### config.mk
export PLATFORM = sky130hd
export DESIGN_NAME = serial_adder_flat
export DESIGN_NICKNAME = d
export VERILOG_FILES = /design/src/rtl/serial_add_pkg.sv /design/src/rtl/serial_adder_if.sv /design/src/rtl/serial_adder_fa_cell.sv /design/src/rtl/serial_adder.sv /design/src/flat_wrapper.sv
export SDC_FILE = /design/constraint.sdc
export NUM_CORES = 1
export LEC_CHECK = 0
export CAP_MARGIN = 15
export CORE_MARGIN = 3
export CORE_UTILIZATION = 48
export CTS_BUF_LIST = sky130_fd_sc_hd__clkbuf_16
export CTS_CLUSTER_SIZE = 14
export DETAILED_ROUTE_END_ITERATION = 8
export PLACE_DENSITY = 0.73
export SETUP_SLACK_MARGIN = 0.1
export SLEW_MARGIN = 25
export SYNTH_ARGS = -nofsm -noshare
export SYNTH_HDL_FRONTEND = slang
export SYNTH_SLANG_ARGS = --single-unit
### constraint.sdc
create_clock -name clk -period 1.78 [get_ports clk]
set_clock_uncertainty 0.2 [all_clocks]
set_input_delay 0.356 -clock clk [delete_from_list [all_inputs] [get_ports clk]]
set_output_delay 0.356 -clock clk [all_outputs]
set_load 0.05 [all_outputs]
### src/rtl/serial_add_pkg.sv
// Shared types for the bit-serial adder.
// Optional feature macro: SERIAL_ADD_OVF_EN (signed overflow flag).
package serial_add_pkg;

  typedef enum logic [1:0] {
    IDLE = 2'd0,
    RUN  = 2'd1,
    DONE = 2'd2
  } state_t;

  function automatic int cnt_w(input int width);
    return $clog2(width);
  endfunction

endpackage

### src/rtl/serial_adder_if.sv
// Operand/result handshake bundle for serial_adder.
// ovf signal exists only with SERIAL_ADD_OVF_EN defined.
interface serial_adder_if #(
  parameter int WIDTH = 4
);
  logic             in_valid;
  logic             in_ready;
  logic [WIDTH-1:0] a;
  logic [WIDTH-1:0] b;
  logic             cin;
  logic             out_valid;
  logic             out_ready;
  logic [WIDTH-1:0] sum;
  logic             cout;
`ifdef SERIAL_ADD_OVF_EN
  logic             ovf;

  modport master (
    output in_valid, a, b, cin, out_ready,
    input  in_ready, out_valid, sum, cout, ovf
  );
  modport slave (
    input  in_valid, a, b, cin, out_ready,
    output in_ready, out_valid, sum, cout, ovf
  );
`else
  modport master (
    output in_valid, a, b, cin, out_ready,
    input  in_ready, out_valid, sum, cout
  );
  modport slave (
    input  in_valid, a, b, cin, out_ready,
    output in_ready, out_valid, sum, cout
  );
`endif
endinterface

### src/rtl/serial_adder_fa_cell.sv
// Single combinational full-adder cell.
// Shared by every bit position of the serial adder.
module fa_cell (
  output logic s,
  output logic co,
  input  logic a,
  input  logic b,
  input  logic c
);
  // sum is parity, carry is majority
  always_comb begin
    s  = a ^ b ^ c;
    co = (a & b) | (a & c) | (b & c);
  end
endmodule

### src/rtl/serial_adder.sv
// Bit-serial adder: one full-adder step per clock, LSB first.
// Optional feature macro: SERIAL_ADD_OVF_EN adds the signed ovf flag.
module serial_adder
  import serial_add_pkg::*;
#(
  parameter int WIDTH = 4
) (
  input logic clk,
  input logic rst,
  serial_adder_if.slave bus
);
  localparam int CW = cnt_w(WIDTH);

  state_t           state;
  state_t           state_nx;
  logic [WIDTH-1:0] a_sh;
  logic [WIDTH-1:0] b_sh;
  logic [WIDTH-2:0] sum_sh;
  logic [WIDTH-1:0] sum_cat;
  logic             carry;
  logic [CW-1:0]    cnt;
  logic [WIDTH-1:0] sum_q;
  logic             cout_q;
  logic             s;
  logic             c;
  logic             last;
  logic             in_ready;
  logic             out_valid;
  logic             accept;
`ifdef SERIAL_ADD_OVF_EN
  logic             ovf_q;
`endif

  fa_cell u_fa (
    .s  (s),
    .co (c),
    .a  (a_sh[0]),
    .b  (b_sh[0]),
    .c  (carry)
  );

  assign last    = (cnt == CW'(WIDTH - 1));
  assign accept  = bus.in_valid && in_ready;
  assign sum_cat = {s, sum_sh};

  // state register
  always_ff @(posedge clk) begin
    if (rst) state <= IDLE;
    else     state <= state_nx;
  end

  // next-state logic
  always_comb begin
    state_nx = state;
    unique case (state)
      IDLE:    if (accept)        state_nx = RUN;
      RUN:     if (last)          state_nx = DONE;
      DONE:    if (bus.out_ready) state_nx = IDLE;
      default:                    state_nx = IDLE;
    endcase
  end

  // handshake outputs decoded from state
  always_comb begin
    in_ready  = (state == IDLE) && !rst;
    out_valid = (state == DONE);
  end

  // operand shifters, carry, counter and result registers
  always_ff @(posedge clk) begin
    if (rst) begin
      a_sh   <= '0;
      b_sh   <= '0;
      sum_sh <= '0;
      carry  <= 1'b0;
      cnt    <= '0;
      sum_q  <= '0;
      cout_q <= 1'b0;
`ifdef SERIAL_ADD_OVF_EN
      ovf_q  <= 1'b0;
`endif
    end else if (state == IDLE) begin
      if (accept) begin
        a_sh  <= bus.a;
        b_sh  <= bus.b;
        carry <= bus.cin;
        cnt   <= '0;
      end
    end else if (state == RUN) begin
      a_sh   <= {1'b0, a_sh[WIDTH-1:1]};
      b_sh   <= {1'b0, b_sh[WIDTH-1:1]};
      sum_sh <= sum_cat[WIDTH-1:1];
      carry  <= c;
      cnt    <= cnt + 1'b1;
      if (last) begin
        sum_q  <= sum_cat;
        cout_q <= c;
`ifdef SERIAL_ADD_OVF_EN
        // carry into the MSB is the cell's carry-in on this step
        ovf_q  <= carry ^ c;
`endif
      end
    end
  end

  assign bus.in_ready  = in_ready;
  assign bus.out_valid = out_valid;
  assign bus.sum       = sum_q;
  assign bus.cout      = cout_q;
`ifdef SERIAL_ADD_OVF_EN
  assign bus.ovf       = ovf_q;
`endif

endmodule
### src/flat_wrapper.sv
// flat-port wrapper written by rule: the top's interface ports become plain ports
module serial_adder_flat import serial_add_pkg::*;
#(
  parameter int WIDTH = 4
)
  (clk, rst, bus_in_valid, bus_a, bus_b, bus_cin, bus_out_ready, bus_in_ready, bus_out_valid, bus_sum, bus_cout);
  serial_adder_if #(.WIDTH(WIDTH)) bus_i ();
  input logic clk;
  input logic rst;
  input wire logic [$bits(bus_i.in_valid)-1:0] bus_in_valid;
  input wire logic [$bits(bus_i.a)-1:0] bus_a;
  input wire logic [$bits(bus_i.b)-1:0] bus_b;
  input wire logic [$bits(bus_i.cin)-1:0] bus_cin;
  input wire logic [$bits(bus_i.out_ready)-1:0] bus_out_ready;
  output wire logic [$bits(bus_i.in_ready)-1:0] bus_in_ready;
  output wire logic [$bits(bus_i.out_valid)-1:0] bus_out_valid;
  output wire logic [$bits(bus_i.sum)-1:0] bus_sum;
  output wire logic [$bits(bus_i.cout)-1:0] bus_cout;
  assign bus_i.in_valid = bus_in_valid;
  assign bus_i.a = bus_a;
  assign bus_i.b = bus_b;
  assign bus_i.cin = bus_cin;
  assign bus_i.out_ready = bus_out_ready;
  assign bus_in_ready = bus_i.in_ready;
  assign bus_out_valid = bus_i.out_valid;
  assign bus_sum = bus_i.sum;
  assign bus_cout = bus_i.cout;
  serial_adder #(.WIDTH(WIDTH)) u_core (.clk(clk), .rst(rst), .bus(bus_i));
endmodule
==> metrics <==
Peak VDD IR=0.553 mV; vias per cell=between 5 and 6; RSZ-0062 raised after global routing=false; Synth Area in XOR/XNOR=0%; # IOs=20; clk slew on worst S/H paths=60 ps; storage element area=between 400 and 500 um^2; GRT overflow=0; Post-Synth Simple-Gate Area=17.1%; pwr/cell area=around 890 nW/um^2; post-layout util=71.6%; Worst Setup End Kind=primary output; Synth Area in Compound Gates=17.3%; std cell rows=15; Syn Area/Cell=~10 um^2; Worst Path Required=1220 ps; DRT iter0 DRCs=12; global routing usage on met3=under 10%; largest family of logic cells by synthesized area=compound AO/OA/AOI/OAI gates; Net Count, Synth=around 110; share of cells above drive strength 1=24.1%; area share of the largest cell type after synthesis=between 40% and 50%; DR WL/cell=between 10 and 15 um; leading area contributor after synthesis=dfxtp_1; Max Root-Sink Buffers=2; crit-path leading delay family=flip-flops; placer congestion estimate=roughly 0.72; CTS Root Cell=clkbuf_16; peak fanout along the critical path=7; setup bufs post-CTS=0; clk_lat worst skew=about 250 ps; Setup TNS=0 ps; die width=around 50 um; TritonCTS Sinks=21; # DRC=0; diode count=0; post-synthesis instance total=91; final setup violation count=0; via count=718; area of the die=2500 um^2; WP data arrival=approximately 1100 ps; Hold Fails Final Rpt=0; Critical Path Source Type=register; post-route clock period utilization=92.0%; fillers=130; # nets final=around 130; WL final=around 1.9 mm; vias in the first global route=728; CTS Buf Count=3; total track usage=approximately 17%; Worst Tran Pin Value=around 500 ps; Synth Cell Area=between 900 and 1000 um^2; htree depth=1; Synth Warn #=0; outcome=complete, no violations; post-synthesis mux area share=about 11%; Setup WS pre-CTS=between 10 and 15 ps; CP cell instances=and2b_2 -> buf_4; register area share after synthesis=a little under half; Critical Path Slowest Stage Cell=dfxtp_4; largest net degree at the start of global routing=16; adder and majority cell fraction of the synthesized area=around 3.5%; critical path class=reg2out; area delta synth->final=37.7%; Synth area leaders=dfxtp_1, mux2i_1, a21oi_1; global-route wire length before repair=3.28 mm; Fmax=between 600 and 700 MHz; core area=about 1800 um^2; First-pass DRT Iterations=4; CTS tree=done; critical path's largest stage delay=~400 ps; Initial Util=approximately half; synthesized flop and latch total=21; die height=about 50 um; met1 global-route usage=about a fifth; Final Worst Setup Slack=142 ps; Worst Path Buf+Inv=1; # Max-Cap Violations=0; standby leakage power=slightly below 0.0005 uW; Detailed Place HPWL=around 1.3 mm; met2 Use GR=between 20 and 30%; multi-input gate area in the final layout=~460 um^2; Final min period=about 1600 ps; Slew Limit Fails=0; CTS Hold Buffers Added=0; initial antenna violation count=0; layer with the highest usage=met2; number of distinct library cells after synthesis=25; Post-DRT Antenna Nets=0; buffers added on ports=19; slew margin rel.=66.5%; worst min path class=reg2reg
-- area by class of cell --
type                    count  area share (%)
multi-input cells          64            36.3
flip-flops and latches     21            33.3
repair buffers             23            21.7
clock buffers               3            5.88
well taps                  25            2.45
clock inverters             1           0.392
-- stage by stage --
stage	hold slack, ps	area, um^2	cells	power, uW
final	269	1280	137	1140
after global routing	305	1280	137	1180
after CTS	275	1270	137	1140
after detailed placement	262	1190	133	676
after global placement	256	1190	133	671
after floorplan	221	938	91	626
-- cells in the final DEF, fill, tap and decap left out, drive strengths merged, types with 2 or more instances in the layout --
master	n
o21ai	3
a21oi	9
nand2	6
nand3	5
dfxtp	21
clkbuf	3
nor2	12
buf	11
a211oi	8
nand4bb	2
mux2i	10
clkdlybuf4s50	11
-- cells in the mapped netlist, drive strengths merged --
master / number
mux2i: 10
nand3: 5
o21ba: 1
a21oi: 9
nor2b: 1
a211oi: 8
nand3b: 1
nand2b: 1
clkbuf: 1
nor3: 1
nand4bb: 2
dfxtp: 21
a2111oi: 1
fa: 1
and2b: 1
buf: 5
o21ai: 3
ha: 1
nand2: 6
nor2: 12
-- where the power goes --
part | internal, uW | switching (uW)
Clock | 301 | 168
Sequential | 496 | 21.9
Combinational | 79.6 | 70.1
Total | 877 | 260
-- worst reg2reg max path: cells and delay by family, from the launching register on --
kind            cells  cell delay, ps
simple gates        2             410
flops               1             400
fa+ha+maj           1             320
compound gates      1              70
-- cells by family (layout without fill, tap and decap cells) --
kind of cell	count (synthesis)	count (layout)
DFF	21	21
adders and majority gates	2	2
muxes	10	10
buffers and inverters	6	27
and+or+nand+nor	30	30
AOI/OAI and AO/OA	22	22
-- path summary, 6_finish.rpt --
check                 endpoint  slack (ps)              from  depth (start not counted)
max              bus_out_valid         140   u_core.state[0]                          2
min          u_core.bus.sum[0]         270  u_core.sum_sh[0]                          2
max reg2reg    u_core.bus.cout         270     u_core.cnt[0]                          4
min reg2reg  u_core.bus.sum[0]         270  u_core.sum_sh[0]                          2
-- timing repair --
item / in CTS / in global routing
endpoints found under the setup margin: 2 / 1
pin swaps: 1 / 0
resized for setup: 3 / 1
-- metal layers --
layer | part of all wire, % | up-vias
li1 | - | 369
met1 | 45 | 323
met2 | 48 | 21
met3 | 5.3 | 5
met4 | 1.9 | 0
met5 | 0 | -
-- flip-flops by register name, summed over array words and instances, names as in the netlist --
| name | cells |
|---|---|
| u_core.cnt | 2 |
| u_core.b_sh | 4 |
| u_core.sum_sh | 3 |
| u_core.a_sh | 4 |
| u_core.state | 2 |
| u_core.bus.cout | 1 |
| u_core.bus.sum | 4 |
| u_core.carry | 1 |
No activity file was read; power rests on OpenSTA's default activity.
